[src/rtl/pll_reconfig_pkg.sv]
// Shared definitions for the PLL reconfiguration sequencer: register map,
// field offsets, error codes, FSM states and register word builders.
package pll_reconfig_pkg;

    // Reconfig controller register addresses
    localparam logic [5:0] ADDR_MODE      = 6'h00;
    localparam logic [5:0] ADDR_STATUS    = 6'h01;
    localparam logic [5:0] ADDR_START     = 6'h02;
    localparam logic [5:0] ADDR_C_COUNTER = 6'h05;
    localparam logic [5:0] ADDR_PHASE     = 6'h06;

    // C-counter register fields
    localparam int unsigned CNT_SEL_LSB    = 18;
    localparam int unsigned CNT_ODD_BIT    = 17;
    localparam int unsigned CNT_BYPASS_BIT = 16;
    localparam int unsigned CNT_HI_LSB     = 8;
    localparam int unsigned CNT_LO_LSB     = 0;

    // Dynamic phase shift register fields
    localparam int unsigned PH_UP_BIT    = 21;
    localparam int unsigned PH_SEL_LSB   = 16;
    localparam int unsigned PH_STEPS_LSB = 0;

    // err_code encodings
    localparam logic [1:0] ERR_NONE         = 2'd0;
    localparam logic [1:0] ERR_BAD_REQ      = 2'd1;
    localparam logic [1:0] ERR_POLL_TIMEOUT = 2'd2;
    localparam logic [1:0] ERR_LOCK_TIMEOUT = 2'd3;

    typedef enum logic [3:0] {
        IDLE,
        CHECK,
        WR_MODE,
        WR_CNT,
        WR_PHASE,
        WR_START,
        RD_STATUS,
        WAIT_LOCK,
        FIN
    } state_t;

    function automatic logic [31:0] cnt_word(
        input logic [4:0] sel,
        input logic       odd,
        input logic       bypass,
        input logic [7:0] hi,
        input logic [7:0] lo
    );
        logic [31:0] w;
        w = '0;
        w[CNT_SEL_LSB +: 5]  = sel;
        w[CNT_ODD_BIT]       = odd;
        w[CNT_BYPASS_BIT]    = bypass;
        w[CNT_HI_LSB +: 8]   = hi;
        w[CNT_LO_LSB +: 8]   = lo;
        return w;
    endfunction

    function automatic logic [31:0] phase_word(
        input logic        up,
        input logic [4:0]  sel,
        input logic [15:0] steps
    );
        logic [31:0] w;
        w = '0;
        w[PH_UP_BIT]            = up;
        w[PH_SEL_LSB +: 5]      = sel;
        w[PH_STEPS_LSB +: 16]   = steps;
        return w;
    endfunction

endpackage

[src/rtl/pll_lock_sync.sv]
// Two-flop synchronizer for the asynchronous PLL lock indication.
module pll_lock_sync (
    input  logic clk,
    input  logic rst,
    input  logic async_in,
    output logic sync_out
);

    logic meta;

    // Shift the raw lock through two flops; both clear on reset
    always_ff @(posedge clk or posedge rst) begin
        if (rst) begin
            meta     <= 1'b0;
            sync_out <= 1'b0;
        end else begin
            meta     <= async_in;
            sync_out <= meta;
        end
    end

endmodule

[src/rtl/pll_reconfig_sequencer.sv]
// Sequences one C-counter (and optional phase shift) reconfiguration of the
// PLL through its Avalon-MM reconfig controller, then qualifies re-lock.
module pll_reconfig_sequencer
    import pll_reconfig_pkg::*;
#(
    parameter int unsigned LOCK_STABLE_CYCLES  = 16,
    parameter int unsigned LOCK_TIMEOUT_CYCLES = 65535,
    parameter int unsigned NUM_COUNTERS        = 6
) (
    input  logic        refclk,
    input  logic        rst,
    input  logic        req_valid,
    output logic        req_ready,
    input  logic [4:0]  req_cnt_sel,
    input  logic [7:0]  req_hi,
    input  logic [7:0]  req_lo,
    input  logic        req_odd,
    input  logic        req_bypass,
    input  logic [15:0] req_phase_steps,
    input  logic        req_phase_up,
    output logic [5:0]  mgmt_address,
    output logic        mgmt_write,
    output logic        mgmt_read,
    output logic [31:0] mgmt_writedata,
    input  logic [31:0] mgmt_readdata,
    input  logic        mgmt_waitrequest,
    input  logic        pll_locked,
    output logic        busy,
    output logic        done,
    output logic        error,
    output logic [1:0]  err_code
);

    state_t      state;
    logic [4:0]  cnt_sel;
    logic [7:0]  cnt_hi;
    logic [7:0]  cnt_lo;
    logic        cnt_odd;
    logic        cnt_bypass;
    logic [15:0] phase_steps;
    logic        phase_up;
    logic [31:0] stable_cnt;
    logic [31:0] lock_timer;
    logic [31:0] poll_cnt;
    logic        lock_sync;
    logic        bad_req;
    logic        unused_readdata;

    // Only the busy/done flag of the status word matters
    assign unused_readdata = ^mgmt_readdata[31:1];

    pll_lock_sync u_lock_sync (
        .clk      (refclk),
        .rst      (rst),
        .async_in (pll_locked),
        .sync_out (lock_sync)
    );

    // Latched request is rejected for an out-of-range counter or a zero count
    // on a non-bypassed counter
    always_comb begin
        bad_req = (32'(cnt_sel) >= NUM_COUNTERS) ||
                  (!cnt_bypass && ((cnt_hi == '0) || (cnt_lo == '0)));
    end

    // Main sequencer: bus accesses, status polling, lock qualification
    always_ff @(posedge refclk or posedge rst) begin
        if (rst) begin
            state          <= IDLE;
            req_ready      <= 1'b1;
            busy           <= 1'b0;
            done           <= 1'b0;
            error          <= 1'b0;
            err_code       <= ERR_NONE;
            mgmt_address   <= '0;
            mgmt_write     <= 1'b0;
            mgmt_read      <= 1'b0;
            mgmt_writedata <= '0;
            cnt_sel        <= '0;
            cnt_hi         <= '0;
            cnt_lo         <= '0;
            cnt_odd        <= 1'b0;
            cnt_bypass     <= 1'b0;
            phase_steps    <= '0;
            phase_up       <= 1'b0;
            stable_cnt     <= '0;
            lock_timer     <= '0;
            poll_cnt       <= '0;
        end else begin
            // Free-running saturating timer, re-armed when the start write completes
            if (lock_timer != '1) begin
                lock_timer <= lock_timer + 32'd1;
            end

            case (state)
                IDLE: begin
                    if (req_valid) begin
                        cnt_sel     <= req_cnt_sel;
                        cnt_hi      <= req_hi;
                        cnt_lo      <= req_lo;
                        cnt_odd     <= req_odd;
                        cnt_bypass  <= req_bypass;
                        phase_steps <= req_phase_steps;
                        phase_up    <= req_phase_up;
                        err_code    <= ERR_NONE;
                        req_ready   <= 1'b0;
                        busy        <= 1'b1;
                        state       <= CHECK;
                    end
                end

                CHECK: begin
                    if (bad_req) begin
                        error    <= 1'b1;
                        err_code <= ERR_BAD_REQ;
                        state    <= FIN;
                    end else begin
                        mgmt_write     <= 1'b1;
                        mgmt_address   <= ADDR_MODE;
                        mgmt_writedata <= '0;
                        state          <= WR_MODE;
                    end
                end

                WR_MODE: begin
                    if (!mgmt_waitrequest) begin
                        mgmt_address   <= ADDR_C_COUNTER;
                        mgmt_writedata <= cnt_word(cnt_sel, cnt_odd, cnt_bypass, cnt_hi, cnt_lo);
                        state          <= WR_CNT;
                    end
                end

                WR_CNT: begin
                    if (!mgmt_waitrequest) begin
                        if (phase_steps != '0) begin
                            mgmt_address   <= ADDR_PHASE;
                            mgmt_writedata <= phase_word(phase_up, cnt_sel, phase_steps);
                            state          <= WR_PHASE;
                        end else begin
                            mgmt_address   <= ADDR_START;
                            mgmt_writedata <= '0;
                            state          <= WR_START;
                        end
                    end
                end

                WR_PHASE: begin
                    if (!mgmt_waitrequest) begin
                        mgmt_address   <= ADDR_START;
                        mgmt_writedata <= '0;
                        state          <= WR_START;
                    end
                end

                WR_START: begin
                    if (!mgmt_waitrequest) begin
                        mgmt_write     <= 1'b0;
                        mgmt_read      <= 1'b1;
                        mgmt_address   <= ADDR_STATUS;
                        mgmt_writedata <= '0;
                        lock_timer     <= '0;
                        poll_cnt       <= '0;
                        state          <= RD_STATUS;
                    end
                end

                RD_STATUS: begin
                    // Read strobe stays high across polls: back-to-back reads
                    if (!mgmt_waitrequest) begin
                        if (mgmt_readdata[0]) begin
                            mgmt_read  <= 1'b0;
                            stable_cnt <= '0;
                            state      <= WAIT_LOCK;
                        end else if (poll_cnt >= LOCK_TIMEOUT_CYCLES) begin
                            mgmt_read <= 1'b0;
                            error     <= 1'b1;
                            err_code  <= ERR_POLL_TIMEOUT;
                            state     <= FIN;
                        end else begin
                            poll_cnt <= poll_cnt + 32'd1;
                        end
                    end
                end

                WAIT_LOCK: begin
                    if (stable_cnt >= LOCK_STABLE_CYCLES) begin
                        done  <= 1'b1;
                        state <= FIN;
                    end else if (lock_timer >= LOCK_TIMEOUT_CYCLES) begin
                        error    <= 1'b1;
                        err_code <= ERR_LOCK_TIMEOUT;
                        state    <= FIN;
                    end else if (lock_sync) begin
                        stable_cnt <= stable_cnt + 32'd1;
                    end else begin
                        stable_cnt <= '0;
                    end
                end

                FIN: begin
                    done      <= 1'b0;
                    error     <= 1'b0;
                    busy      <= 1'b0;
                    req_ready <= 1'b1;
                    state     <= IDLE;
                end

                default: begin
                    state <= IDLE;
                end
            endcase
        end
    end

endmodule

[config.mk]
export PLATFORM = sky130hd
export DESIGN_NAME = pll_reconfig_sequencer
export DESIGN_NICKNAME = d
export VERILOG_FILES = /design/src/rtl/pll_reconfig_pkg.sv /design/src/rtl/pll_lock_sync.sv /design/src/rtl/pll_reconfig_sequencer.sv
export SDC_FILE = /design/constraint.sdc
export NUM_CORES = 1
export LEC_CHECK = 0
export ABC_AREA = 1
export BUFFER_PORTS_ARGS = -buffer_cell sky130_fd_sc_hd__buf_2
export CORE_UTILIZATION = 62
export DETAILED_ROUTE_END_ITERATION = 6
export PLACE_DENSITY = 0.82
export SYNTH_ARGS = -nofsm -noshare
export SYNTH_HDL_FRONTEND = slang
export SYNTH_SLANG_ARGS = --single-unit
[constraint.sdc]
create_clock -name refclk -period 8.9 [get_ports refclk]
set_input_delay 1.335 -clock refclk [delete_from_list [all_inputs] [get_ports refclk]]
set_output_delay 1.335 -clock refclk [all_outputs]
set_load 0.01 [all_outputs]
======== After elaboration in Yosys (flattened, before gate mapping) ========
Index checks and enable logic that the tools add are counted.
storage, ports and cells
  input port bits ......................... 77
  word-level logic and storage cells ...... 155
  output and inout bits ................... 46
  register bits ........................... 188
operators by class
  $lt $le $gt $ge ......................... 4
  mux-type cells .......................... 68
  reduce and logical (&&, ||, !) cells .... 30
  add/sub/neg operators ................... 3
  equal/unequal tests ..................... 28
operators with widths
  cell                   number
  $mux 32                15
  $pmux 32 s2            2
  $pmux 32 s4            1
  $add 32x1->32 const B  3
  $ge 32x16->1 const B   2
  $mux 4                 11
  $ne 2x2->1 const B     17
  $ge 32x5->1 const B    1
  $ne 32x32->1 const B   1
  $pmux 4 s8             1
  $mux 6                 5
  $pmux 6 s5             1
  $mux 22                1
  $eq 4x3->1 const B     4
  $logic_not 8->1        2
  $mux 1                 16
  $reduce_and 8->1       2
  $reduce_bool 16->1     1
  $reduce_and 5->1       3
  $mux 2                 7
  $reduce_bool 4->1      3
  $pmux 1 s2             5
  $reduce_bool 2->1      5
  $eq 4x2->1 const B     2
  other kinds (18)       22

======== Depth between registers and ports, before layout ========
  depth in word-level cells ............... 6
  mapped depth ............................ 12
  depth with buffers taken out ............ 12

======== Modules after synthesis ========
Synthesis repeated with hierarchy kept, for this count alone.
second synthesis, totals
  cell total of the unflattened synthesis .. 1104
  area, all modules ....................... 8705.8 um^2
by module, submodules not included
  module                  cells each  area an instance (um^2)  instances  sequential area each (um^2)
  pll_reconfig_sequencer  1101        8652.0                   1          4355.4
  pll_lock_sync           3           53.8                     1          50.0

======== Worst setup path after synthesis ========
OpenSTA, ideal clock, no wires.
  path kind ............................... input to register
  from .................................... in mgmt_waitrequest
  to ...................................... reg stable_cnt[0]
  cell stages on the path ................. 7
  library setup time ...................... 0.083 ns
  required time ........................... 8.817 ns
  path buffers ............................ 2
  path slack .............................. 6.522 ns
  data arrival time ....................... 2.295 ns
  path through ............................ inv_1 -> buf_2 -> nor2_1 -> nor3_1 -> nand3_2 -> buf_4 -> o21ai_0
on the way
  word-level cells in the longest chain between the ends .. 2
ends and longest elaborated chain
  element                     RTL line                       RTL
  start: declaration          pll_reconfig_sequencer.sv:26   input logic mgmt_waitrequest,
  $ne 2x2->1 (no line)        -
  $reduce_and 5->1 (no line)  -
  end signal: assignment      pll_reconfig_sequencer.sv:194  stable_cnt <= stable_cnt + 32'd1;
  end: declaration            pll_reconfig_sequencer.sv:42   logic [31:0] stable_cnt;
Every way passes these cells.
A chain may end at the register's enable or synchronous reset.

======== Worst setup path after layout ========
  from .................................... in mgmt_waitrequest
  to ...................................... reg mgmt_writedata[22]
on the way
  word-level cells in the longest chain between the ends .. 2
  elaborated cells on any way between the ends .. 4
  those cells by class .................... eq/ne: 3; reduce/logical: 1
ends and longest elaborated chain
  element                       RTL line                       RTL
  $ne 2x2->1 (no line)          -
  $reduce_and 5->1 (no line) *  -
  end signal: assignment        pll_reconfig_sequencer.sv:128  mgmt_writedata <= cnt_word(cnt_sel, cnt_odd, cnt_bypass, cnt_hi, cnt_lo);
  end signal: assignment        pll_reconfig_sequencer.sv:137  mgmt_writedata <= phase_word(phase_up, cnt_sel, phase_steps);
  end: declaration              pll_reconfig_sequencer.sv:24   output logic [31:0] mgmt_writedata,
Mark *: on every way between the ends. The rest lies on a longest branch, timed or not.

==> results.json <==
{
  "power.combinational.fraction_pct": 30.6,
  "pin_count_of_the_biggest_net_entering_global_routing": 104,
  "post-place-cells": 1326,
  "finalHoldWorstSlack_ns": 0.364,
  "vdd_ir_drop_max_mv": 0.193,
  "syn_area_mm2": 0.00861,
  "top_level_ports": 123,
  "layoutNonFillerInstCount": 1357,
  "dr.pass1.iters": 5,
  "netSwitchingFraction_pct": 36.9,
  "htree_levels": 4,
  "tritoncts": "yes",
  "finalSetupViolCount": 0,
  "power.density_mw_per_mm2": 286,
  "finalSetupTns_ns": 0,
  "finish.net_count": 1250,
  "critical_path_required_ns": 9.21,
  "grt_antenna_before_repair": 0,
  "grt.total_usage_pct": 28.1,
  "fin_crit_ns": 3.34,
  "num_vias": 7217,
  "tritoncts_num_sinks": 176,
  "detail_route.iter0.violations": 634,
  "final_clock_period_utilization_by_the_worst_path_pct": 37.5,
  "grt_setup_unrepaired": "no",
  "n_antenna_cell": 0,
  "final_max_slew_viol_count": 0,
  "maxCapViolCount": 0,
  "die_w_um": 120,
  "worst_setup_path_start_kind": "input port",
  "route.final.wire_length_mm": 18.5,
  "hpwl_mm": 12.8,
  "coreArea_mm2": 0.0134,
  "number_of_global_route_vias_before_repair": 6939,
  "drt-wirelength-per-cell_um": 13.6,
  "post_cts_buffers": 0,
  "cts-resized-gates": 0,
  "clock-skew-final_ns": 0.0118,
  "gate_count_post_synth": 1100,
  "initial_core_util_pct": 64.3,
  "static-leakage-power_nw": 5.07,
  "drt-vias-per-instance": 5.32,
  "grt_overflow_total": 0,
  "timing.hold.worst.class": "reg -> reg",
  "synthToLayoutAreaGrowth_pct": 11.4,
  "clock_root_buffer": "sky130_fd_sc_hd__clkbuf_16",
  "rows": 42,
  "cts.clk_slew.worst_paths_ns": 0.06,
  "layout-drive-gt1-share_pct": 11.9,
  "gp_routability_congestion": 0.919,
  "post-route-cell-area_mm2": 0.00960,
  "share_of_synthesized_area_occupied_by_flip_flops_and_latches_pct": 51.1,
  "portBuffers": 79,
  "timing.final.hold_violations": 0,
  "timing.slew.headroom_pct": 31.6,
  "crit_type": "in -> reg",
  "crit_fanout": 33,
  "tightest_slew_ns": 1.02,
  "residual_antenna_violating_net_count_after_detailed_routing": 0,
  "fmax_ghz": 0.300,
  "yosys_register_bits": 176,
  "worst_ep_arrival_time_ns": 3.65,
  "internal-power_mw": 1.73,
  "cts_inserted_buffers": 17,
  "post-route-drc-count": 0,
  "outcome": "complete, no violations",
  "power_frac_seq_pct": 43.3,
  "die-area_mm2": 0.0144,
  "synth_area_per_cell_um2": 7.83,
  "dieHeight_um": 120,
  "placement_cell_area_mm2": 0.00903,
  "later_pin_clock_latency_in_the_skew_report_ns": 0.43,
  "yosysWarningCount": 0,
  "worst_setup_path_end_kind": "flip-flop",
  "cts_buffer_depth": 2,
  "global_route_wire_length_before_repair_mm": 32.0,
  "clkPwrFrac_pct": 26.0,
  "net-switching-power_mw": 1.01,
  "synth.lib_cells_used.distinct": 43,
  "hold_buffers": 0
}
-- logic make-up after synthesis --
family / after synthesis / synth area share [%]
AO/OA/AOI/OAI: 139 / 8.93
adder cells (fa/ha/maj): 4 / 0.581
AND/OR/NAND/NOR: 554 / 27.1
buffers and inverters: 207 / 10.3
XOR/XNOR: 19 / 1.93
flip-flops: 176 / 51.1
other: 1 / 0.0435
-- registers in the layout, indices dropped and copies added, names as in the netlist, 2 cells and up --
name	count
cnt_sel	5
state	4
lock_timer	32
mgmt_address	3
cnt_hi	8
poll_cnt	32
phase_steps	16
cnt_lo	8
stable_cnt	32
mgmt_writedata	23
err_code	2
-- through the flow --
step	power, mW	setup WS (ns)	util (%)
final	2.75	5.56	71.6
after detailed placement	2.03	5.23	67.4
after CTS	2.75	5.58	71.6
after floorplan	1.80	2.79	-
after global routing	2.95	5.28	71.6
after global placement	2.00	5.27	67.4
-- cell usage after synthesis, drive strengths merged --
library cell / number / share of area (%)
nor3b: 4 / 0.35
o31a: 1 / 0.10
conb: 1 / 0.044
a41oi: 2 / 0.20
nand3: 75 / 4.5
clkinv: 1 / 0.044
dfstp: 1 / 0.31
buf: 35 / 2.8
or2: 2 / 0.15
a21oi: 25 / 1.5
nor2: 140 / 6.4
o211a: 1 / 0.12
nor3: 22 / 1.5
a211oi: 2 / 0.17
a21boi: 1 / 0.087
o21a: 1 / 0.087
a31oi: 2 / 0.15
o32a: 1 / 0.12
xnor2: 2 / 0.20
a22oi: 2 / 0.17
nand4: 13 / 0.94
xor2: 17 / 1.7
o21bai: 1 / 0.087
and3: 1 / 0.073
nand3b: 2 / 0.17
ha: 4 / 0.58
o22ai: 19 / 1.4
nand2: 295 / 13
clkbuf: 7 / 0.31
o211ai: 2 / 0.17
o21ai: 79 / 4.6
dfrtp: 175 / 51
inv: 164 / 7.1
-- layer usage --
layer  GRT usage [%]  share of wire (%)  vias up
li1                -                  -     3570
met1            38.5                 46     3420
met2            44.6                 47      194
met3            5.32                4.8       33
met4            10.3                2.3        0
met5               0                  0        -
-- cell type report --
cell class                 count  area, µm²
multi-input combinational    728       3370
tap                          176        220
fill                        1083       3800
inverter                     165        624
clock inverter                 9       82.6
sequential                   176       4410
timing repair buffer          81        410
clock buffer                  22        484
-- final timing paths --
| path | slack [ns] | startpoint | cells after the start | end |
|---|---|---|---|---|
| min reg2reg | 0.36 | u_lock_sync.meta | 0 | u_lock_sync.sync_out |
| max reg2reg | 6.06 | state[3] | 9 | mgmt_writedata[22] |
| min | 0.36 | u_lock_sync.meta | 0 | u_lock_sync.sync_out |
| max in group asynchronous | 6.36 | rst | 3 | stable_cnt[8] |
| min in group asynchronous | 1.11 | rst | 2 | phase_steps[3] |
| max | 5.56 | mgmt_waitrequest | 7 | mgmt_writedata[22] |
-- critical path, cell delays in order --
cell,delay [ns]
sky130_fd_sc_hd__buf_2,0.12
sky130_fd_sc_hd__inv_1,0.25
sky130_fd_sc_hd__a21oi_1,0.10
sky130_fd_sc_hd__o21bai_1,0.17
sky130_fd_sc_hd__inv_1,0.44
sky130_fd_sc_hd__nand2_1,0.78
sky130_fd_sc_hd__o21ai_0,0.45
-- power groups by stage --
stage | Sequential (mW) | Combinational (mW) | Clock, mW
3_3_place_gp | 1.19 | 0.806 | 0
2_1_floorplan | 1.20 | 0.598 | 0
4_1_cts | 1.19 | 0.844 | 0.722
5_1_grt | 1.22 | 0.973 | 0.756
6_report | 1.19 | 0.841 | 0.715
3_5_place_dp | 1.20 | 0.831 | 0
-- layout by cell type (no fill, tap or decap), types with 2 or more instances in the layout --
cell,netlist,layout
sky130_fd_sc_hd__ha_1,4,4
sky130_fd_sc_hd__xor2_1,17,17
sky130_fd_sc_hd__buf_2,14,79
sky130_fd_sc_hd__nor3_1,19,19
sky130_fd_sc_hd__nand4_1,13,13
sky130_fd_sc_hd__o21ai_1,10,10
sky130_fd_sc_hd__nand3b_1,2,2
sky130_fd_sc_hd__a21oi_1,24,24
sky130_fd_sc_hd__nand3_1,72,72
sky130_fd_sc_hd__nor2_1,133,133
sky130_fd_sc_hd__a41oi_1,2,2
sky130_fd_sc_hd__o21ai_0,69,69
sky130_fd_sc_hd__a22oi_1,2,2
sky130_fd_sc_hd__nand2_1,290,290
sky130_fd_sc_hd__a211oi_1,2,2
sky130_fd_sc_hd__inv_1,158,157
sky130_fd_sc_hd__a31oi_1,2,2
sky130_fd_sc_hd__or2_2,2,2
sky130_fd_sc_hd__clkinv_2,0,5
sky130_fd_sc_hd__clkbuf_16,0,17
sky130_fd_sc_hd__conb_1,1,12
sky130_fd_sc_hd__o22ai_1,19,19
sky130_fd_sc_hd__o211ai_1,2,2
sky130_fd_sc_hd__nand3_2,3,3
sky130_fd_sc_hd__dfrtp_1,175,175
sky130_fd_sc_hd__clkbuf_8,0,4
sky130_fd_sc_hd__nand2_2,5,5
sky130_fd_sc_hd__nor2_4,2,2
sky130_fd_sc_hd__buf_4,18,2
sky130_fd_sc_hd__nor3_2,3,2
sky130_fd_sc_hd__nor3b_1,4,4
sky130_fd_sc_hd__nor2_2,5,5
sky130_fd_sc_hd__inv_2,6,6
sky130_fd_sc_hd__xnor2_1,2,2
Note: power is estimated with default switching activity, not from simulation.
